### config.mk
export PLATFORM = sky130hd
export DESIGN_NAME = pos_uart_tx
export DESIGN_NICKNAME = d
export VERILOG_FILES = /design/src/rtl/pos_link_pkg.sv /design/src/rtl/uart_byte_tx.sv /design/src/rtl/pos_uart_tx.sv
export SDC_FILE = /design/constraint.sdc
export NUM_CORES = 1
export LEC_CHECK = 0
export CAP_MARGIN = 20
export CELL_PAD_IN_SITES_DETAIL_PLACEMENT = 0
export CELL_PAD_IN_SITES_GLOBAL_PLACEMENT = 1
export CORE_UTILIZATION = 43
export DETAILED_ROUTE_END_ITERATION = 8
export HOLD_SLACK_MARGIN = 0.08
export PLACE_DENSITY = 0.76
export SYNTH_ARGS = -nofsm -noshare
export SYNTH_HDL_FRONTEND = slang
export SYNTH_SLANG_ARGS = --single-unit
export TNS_END_PERCENT = 20
### constraint.sdc
create_clock -name clk -period 2.1 [get_ports clk]
set_input_delay 0.21 -clock clk [delete_from_list [all_inputs] [get_ports clk]]
set_output_delay 0.21 -clock clk [all_outputs]
set_load 0.02 [all_outputs]
### src/rtl/pos_link_pkg.sv
// Shared definitions for the position link (transmitter and receiver sides).
// Latency: n/a (constants, types and a pure function only).
// Backpressure: n/a.
package pos_link_pkg;

  // Frame sync byte sent first in every frame.
  localparam logic [7:0] HEADER_DEFAULT = 8'hA5;

  // Frame lengths in bytes: header + X hi/lo + Y hi/lo, optionally + checksum.
  localparam int FRAME_LEN_BASE = 5;
  localparam int FRAME_LEN_CSUM = 6;

  // Coordinates carried on the link and as presented by the game logic.
  localparam int COORD_W     = 10;
  localparam int RAW_COORD_W = 12;

  // Byte serializer line states.
  typedef enum logic [1:0] {
    IDLE,
    START,
    DATA,
    STOP
  } uart_state_t;

  // Clamp a raw coordinate into the link range; anything above the max pins to all ones.
  function automatic logic [COORD_W-1:0] sat_coord(input logic [RAW_COORD_W-1:0] raw);
    if (|raw[RAW_COORD_W-1:COORD_W]) begin
      return '1;
    end
    return raw[COORD_W-1:0];
  endfunction

endpackage

### src/rtl/uart_byte_tx.sv
// 8N1 byte serializer: start bit, 8 data bits LSB first, one stop bit, CLK_DIV cycles per bit.
// Latency: tx shows the start bit the cycle after start && ready is sampled.
// Backpressure: ready is high in IDLE and on the last stop-bit cycle, so a waiting byte follows with no gap.
module uart_byte_tx
  import pos_link_pkg::*;
#(
  parameter int CLK_DIV = 564
) (
  input  logic       clk,
  input  logic       rst,
  input  logic       start,
  input  logic [7:0] data,
  output logic       ready,
  output logic       tx
);

  localparam int                BAUD_W    = (CLK_DIV > 1) ? $clog2(CLK_DIV) : 1;
  localparam logic [BAUD_W-1:0] BAUD_LAST = BAUD_W'(CLK_DIV - 1);

  uart_state_t       state, state_n;
  logic [BAUD_W-1:0] baud_cnt, baud_n;
  logic [2:0]        bit_cnt, bit_n;
  logic [7:0]        shreg, shreg_n;
  logic              tx_n;
  logic              bit_end;

  assign bit_end = (baud_cnt == BAUD_LAST);

  // State register; tx is registered so the line never glitches between bits.
  always_ff @(posedge clk or posedge rst) begin
    if (rst) begin
      state    <= IDLE;
      baud_cnt <= '0;
      bit_cnt  <= '0;
      shreg    <= '0;
      tx       <= 1'b1;
    end else begin
      state    <= state_n;
      baud_cnt <= baud_n;
      bit_cnt  <= bit_n;
      shreg    <= shreg_n;
      tx       <= tx_n;
    end
  end

  // Next-state, bit timing and handshake decode.
  always_comb begin
    state_n = state;
    baud_n  = baud_cnt + BAUD_W'(1);
    bit_n   = bit_cnt;
    shreg_n = shreg;
    ready   = 1'b0;
    case (state)
      IDLE: begin
        ready  = 1'b1;
        baud_n = '0;
        if (start) begin
          state_n = START;
          shreg_n = data;
        end
      end
      START: begin
        if (bit_end) begin
          state_n = DATA;
          baud_n  = '0;
          bit_n   = '0;
        end
      end
      DATA: begin
        if (bit_end) begin
          baud_n  = '0;
          shreg_n = {1'b0, shreg[7:1]};
          if (bit_cnt == 3'd7) begin
            state_n = STOP;
          end else begin
            bit_n = bit_cnt + 3'd1;
          end
        end
      end
      STOP: begin
        if (bit_end) begin
          ready  = 1'b1;
          baud_n = '0;
          if (start) begin
            state_n = START;
            shreg_n = data;
          end else begin
            state_n = IDLE;
          end
        end
      end
      default: begin
        state_n = IDLE;
        baud_n  = '0;
      end
    endcase

    case (state_n)
      START:   tx_n = 1'b0;
      DATA:    tx_n = shreg_n[0];
      default: tx_n = 1'b1;
    endcase
  end

endmodule

### src/rtl/pos_uart_tx.sv
// Sends one framed tank position (header, X hi/lo, Y hi/lo [, checksum]) over UART per vsync rising edge.
// Latency: start bit of the header appears the cycle after the edge is detected; busy rises with it.
// Backpressure: edges seen while busy are dropped; optional checksum byte enabled by POS_TX_CHECKSUM_EN.
module pos_uart_tx
  import pos_link_pkg::*;
#(
  parameter int         CLK_DIV = 564,
  parameter logic [7:0] HEADER  = HEADER_DEFAULT
) (
  input  logic        clk,
  input  logic        rst,
  input  logic        vsync,
  input  logic [11:0] xpos,
  input  logic [11:0] ypos,
  output logic        tx,
  output logic        busy,
  output logic        frame_done
);

`ifdef POS_TX_CHECKSUM_EN
  localparam logic [2:0] FRAME_LEN = 3'(FRAME_LEN_CSUM);
`else
  localparam logic [2:0] FRAME_LEN = 3'(FRAME_LEN_BASE);
`endif

  logic               vsync_q;
  logic               rise;
  logic               fire;
  logic [COORD_W-1:0] x_lat, y_lat;
  logic [2:0]         byte_idx;
  logic [7:0]         x_hi, x_lo, y_hi, y_lo;
  logic [7:0]         byte_dat;
  logic               ser_start;
  logic [7:0]         ser_data;
  logic               ser_ready;
  logic               frame_end;

  assign rise = vsync & ~vsync_q;
  assign fire = rise & ~busy;

  assign x_hi = {{(16 - COORD_W){1'b0}}, x_lat[COORD_W-1:8]};
  assign x_lo = x_lat[7:0];
  assign y_hi = {{(16 - COORD_W){1'b0}}, y_lat[COORD_W-1:8]};
  assign y_lo = y_lat[7:0];

  // Payload byte selected by the index of the next byte to send.
  always_comb begin
    byte_dat = HEADER;
    case (byte_idx)
      3'd1:    byte_dat = x_hi;
      3'd2:    byte_dat = x_lo;
      3'd3:    byte_dat = y_hi;
      3'd4:    byte_dat = y_lo;
`ifdef POS_TX_CHECKSUM_EN
      3'd5:    byte_dat = x_hi ^ x_lo ^ y_hi ^ y_lo;
`endif
      default: byte_dat = HEADER;
    endcase
  end

  // Feed the serializer: header straight from the trigger, then each payload byte as it frees up.
  always_comb begin
    ser_start = 1'b0;
    ser_data  = HEADER;
    if (fire) begin
      ser_start = 1'b1;
    end else if (busy && ser_ready && (byte_idx != FRAME_LEN)) begin
      ser_start = 1'b1;
      ser_data  = byte_dat;
    end
  end

  assign frame_end = busy && ser_ready && (byte_idx == FRAME_LEN);

  // vsync edge register.
  always_ff @(posedge clk or posedge rst) begin
    if (rst) begin
      vsync_q <= 1'b0;
    end else begin
      vsync_q <= vsync;
    end
  end

  // Frame sequencer: coordinate latch, byte index, busy and completion pulse.
  always_ff @(posedge clk or posedge rst) begin
    if (rst) begin
      busy       <= 1'b0;
      frame_done <= 1'b0;
      byte_idx   <= '0;
      x_lat      <= '0;
      y_lat      <= '0;
    end else begin
      frame_done <= frame_end;
      if (fire) begin
        busy     <= 1'b1;
        byte_idx <= 3'd1;
        x_lat    <= sat_coord(xpos);
        y_lat    <= sat_coord(ypos);
      end else if (ser_start) begin
        byte_idx <= byte_idx + 3'd1;
      end else if (frame_end) begin
        busy     <= 1'b0;
        byte_idx <= '0;
      end
    end
  end

  uart_byte_tx #(
    .CLK_DIV(CLK_DIV)
  ) u_byte_tx (
    .clk  (clk),
    .rst  (rst),
    .start(ser_start),
    .data (ser_data),
    .ready(ser_ready),
    .tx   (tx)
  );

endmodule
==> results of run 1 <==
[power by group through the flow]
| stage | clock network [mW] | registers (mW) | logic, mW |
|---|---|---|---|
| 2_1_floorplan | 0 | 0.982 | 0.0193 |
| 3_3_place_gp | 0 | 0.982 | 0.0766 |
| 3_5_place_dp | 0 | 0.982 | 0.0772 |
| 4_1_cts | 0.706 | 0.963 | 0.0772 |
| 5_1_grt | 0.746 | 0.964 | 0.0840 |
| 6_report | 0.690 | 0.963 | 0.0746 |
[final timing paths]
path / from / to / cells past startpoint
min: rst / y_lat[6]$_DFFE_PP0P_ / 2
max reg2reg: u_byte_tx.state[1]$_DFF_PP0_ / u_byte_tx.shreg[4]$_DFFE_PP0P_ / 8
max in group asynchronous: rst / u_byte_tx.baud_cnt[6]$_DFF_PP0_ / 3
min in group clk: vsync / vsync_q$_DFF_PP0_ / 1
min reg2reg: x_lat[7]$_DFFE_PP0P_ / x_lat[7]$_DFFE_PP0P_ / 2
max: u_byte_tx.state[1]$_DFF_PP0_ / u_byte_tx.shreg[4]$_DFFE_PP0P_ / 8
[cell usage after synthesis (2+ instances only)]
library cell | n | area, µm²
nand2_1 | 54 | 203
dfrtp_1 | 49 | 1230
o21ai_0 | 27 | 135
nor2_1 | 26 | 97.6
ha_1 | 14 | 175
a22o_1 | 12 | 105
a21oi_1 | 9 | 45.0
clkbuf_1 | 9 | 33.8
and3_1 | 8 | 50.1
nand3_1 | 8 | 40.0
inv_1 | 6 | 22.5
xnor2_1 | 6 | 52.6
a311oi_1 | 5 | 43.8
a31oi_1 | 4 | 25.0
a32o_1 | 3 | 30.0
nor3_1 | 3 | 15.0
o211ai_1 | 3 | 22.5
o31ai_1 | 3 | 22.5
and2_1 | 2 | 12.5
nand2b_1 | 2 | 12.5
nor4_1 | 2 | 12.5
o22a_1 | 2 | 17.5
or2_2 | 2 | 12.5
xor2_1 | 2 | 17.5
[sequential cells by signal (all words and copies together), names as in the netlist]
register,flops
byte_idx,3
u_byte_tx.tx,1
y_lat,10
u_byte_tx.bit_cnt,3
u_byte_tx.baud_cnt,10
busy,1
u_byte_tx.state,2
frame_done,1
vsync_q,1
u_byte_tx.shreg,8
x_lat,10
[stage by stage]
step                power, mW  utilization (%)
finish                   1.73             55.4
global route             1.79             55.4
CTS                      1.75             54.5
detailed placement       1.06             52.7
global placement         1.06             52.7
floorplan                1.00                -
[critical path, delay by kind of cell (launching register included)]
kind / cells / cell delay [ns]
compound gates: 3 / 0.59
simple gates: 3 / 0.51
flops: 1 / 0.42
fa+ha+maj: 1 / 0.24
buf+inv: 1 / 0.14
[placed cells by master, fill, tap and decap left out, drive strengths merged, types with 7 or more instances in the layout]
cell type      instances
nand2                 55
dfrtp                 49
clkdlybuf4s50         29
o21ai                 29
nor2                  26
buf                   14
ha                    14
a22o                  12
a21oi                 11
and3                  10
nand3                  9
inv                    7
[per-layer routing]
| metal | track usage, % | vias up | wire [µm] |
|---|---|---|---|
| li1 | - | 1112 | - |
| met1 | 27.9 | 1015 | 3050 |
| met2 | 31.3 | 38 | 2670 |
| met3 | 3.67 | 5 | 177 |
| met4 | 4.74 | 0 | 53 |
| met5 | 0 | - | 0 |
[kinds of logic (layout without fill, tap and decap cells)]
group,after synthesis,in the layout,synth area share (%)
XOR/XNOR,8,8,2.56
multiplexers,1,1,0.366
AND/OR/NAND/NOR,120,120,21.3
flip-flops,50,50,45.8
buffers and inverters,18,58,2.79
AO/OA/AOI/OAI,79,79,20.7
adder cells (fa/ha/maj),14,14,6.41
[area by class of cell]
class	count	area, µm²	area share [%]
multi-input combinational	222	1460	43.6
sequential	50	1250	37.5
timing repair buffer	43	395	11.9
tap	75	93.8	2.81
clock buffer	5	68.8	2.06
clock inverter	3	43.8	1.31
inverter	7	26.3	0.788
==> results.ini, run 1 <==
[pwr]
ir_drop_uv = 295
p_comb_share_pct = 4.3
seq_power_share_pct = 55.8
p_leak_nw = 1.53
clockPowerShare_pct = 39.9
p_int_mw = 1.37
p_per_area_nw_per_um2 = 518
p_sw_mw = 0.360
swShare_pct = 20.9

[clock_tree]
insertion_delay_ns = 0.30
post_cts_buffers = 0
clk_pin_slew_worst_paths_ns = 0.09
cts_sinks = 50
cts_resized = 0
holdBufCountCts = 0
cts-root-buf = clkbuf_8
numCtsBuffers = 5
cts_tree = done
clk_path_buf_depth = 2
htreeDepth = 2

[place]
dp_slack_ns = 0.0906
place.gp.congestion = 0.852
place_area_um2 = 3170
numPortBuffers = 29
hpwl_um = 4550
place_inst = 397

[timing]
finalSetupTns_ns = 0
min_period_over_period_pct = 96.0
setup_viol = 0
hold_viol_final = 0
max_freq_mhz = 496
finClkSkew_ns = 0.00539
hold_ws_ns = 0.311
finalCriticalPeriod_ns = 2.02
slew_violations = 0
final.setup.worst_slack_ns = 0.0834
tightest_slew_ns = 0.659
rsz0062_at_grt = true
maxSlewHeadroom_pct = 56.0

[global_route]
gr-usage-all-layers_pct = 19.8
antenna_found_initial = 0
grt_pass1_wl_um = 10000
overflow = 0
grt_max_degree = 33
grt_pass1_vias = 2083

[synth]
syn_area_um2 = 2730
ys_ff_latch = 50
ys_types = 53
yosysWarnings = 0
async_flop_share_pct = 100
syn_area_per_cell_um2 = 9.43
synth_cells = 290
syn_nets = 331
synth_ff_type = dfrtp_1
synth_edf_count = 0
synth-seq-area-share_pct = 45.8

[drt]
via_per_inst = 5.36
vias = 2170
routedWlPerCell_um = 14.7
antenna_left = 0
drt-total-wl_um = 5950
drc_errors = 0
drt-initial-drc-count = 70
drtPass1Iterations = 4

[worst_setup_path]
path_max_fanout = 4
critical_path_class = flop to flop
required_ns = 2.30
slowest_stage = dfrtp_1
ff2ff_setup_slack_ns = 0.08
cp-start-kind = flop
critPathMaxStageDelay_ns = 0.42
crit_path_cell_trace = inv_1 > ha_1 > nor2b_1 > and2_2 > nand2_2 > a311oi_1 > o31ai_1 > a22o_1
timing.critical_path.arrival_ns = 2.21
end_kind = flop

[layout]
fillers = 564
finalNonFillerCells = 405
drive_above_1_share_pct = 14.5
nNetsFinal = 370
final_area_um2 = 3340
diodes = 0
areaGrowthSynthToFinish_pct = 22.0

[floorplan]
placementRows = 28
die_h_um = 81.7
die_area_um2 = 6680
core_um2 = 6030
fp.dieW_um = 81.7
pin_count = 30
initial_utilization_pct = 45.4

[flow_run]
drv_cap = 0

[min_path]
min_path_type = primary input to asynchronous set/reset pin

[outcome]
status = finished clean

(Power assumes the default switching activity.)
==> run 2: changes to the inputs <==
==> constraint.sdc (replaced) <==
create_clock -name clk -period 2.1 [get_ports clk]
set_input_delay 0.21 -clock clk [delete_from_list [all_inputs] [get_ports clk]]
set_output_delay 0.21 -clock clk [all_outputs]
set_load 0.05 [all_outputs]
==> results of run 2 <==
The final DEF is identical to that of run 1; final timing and power are the same.
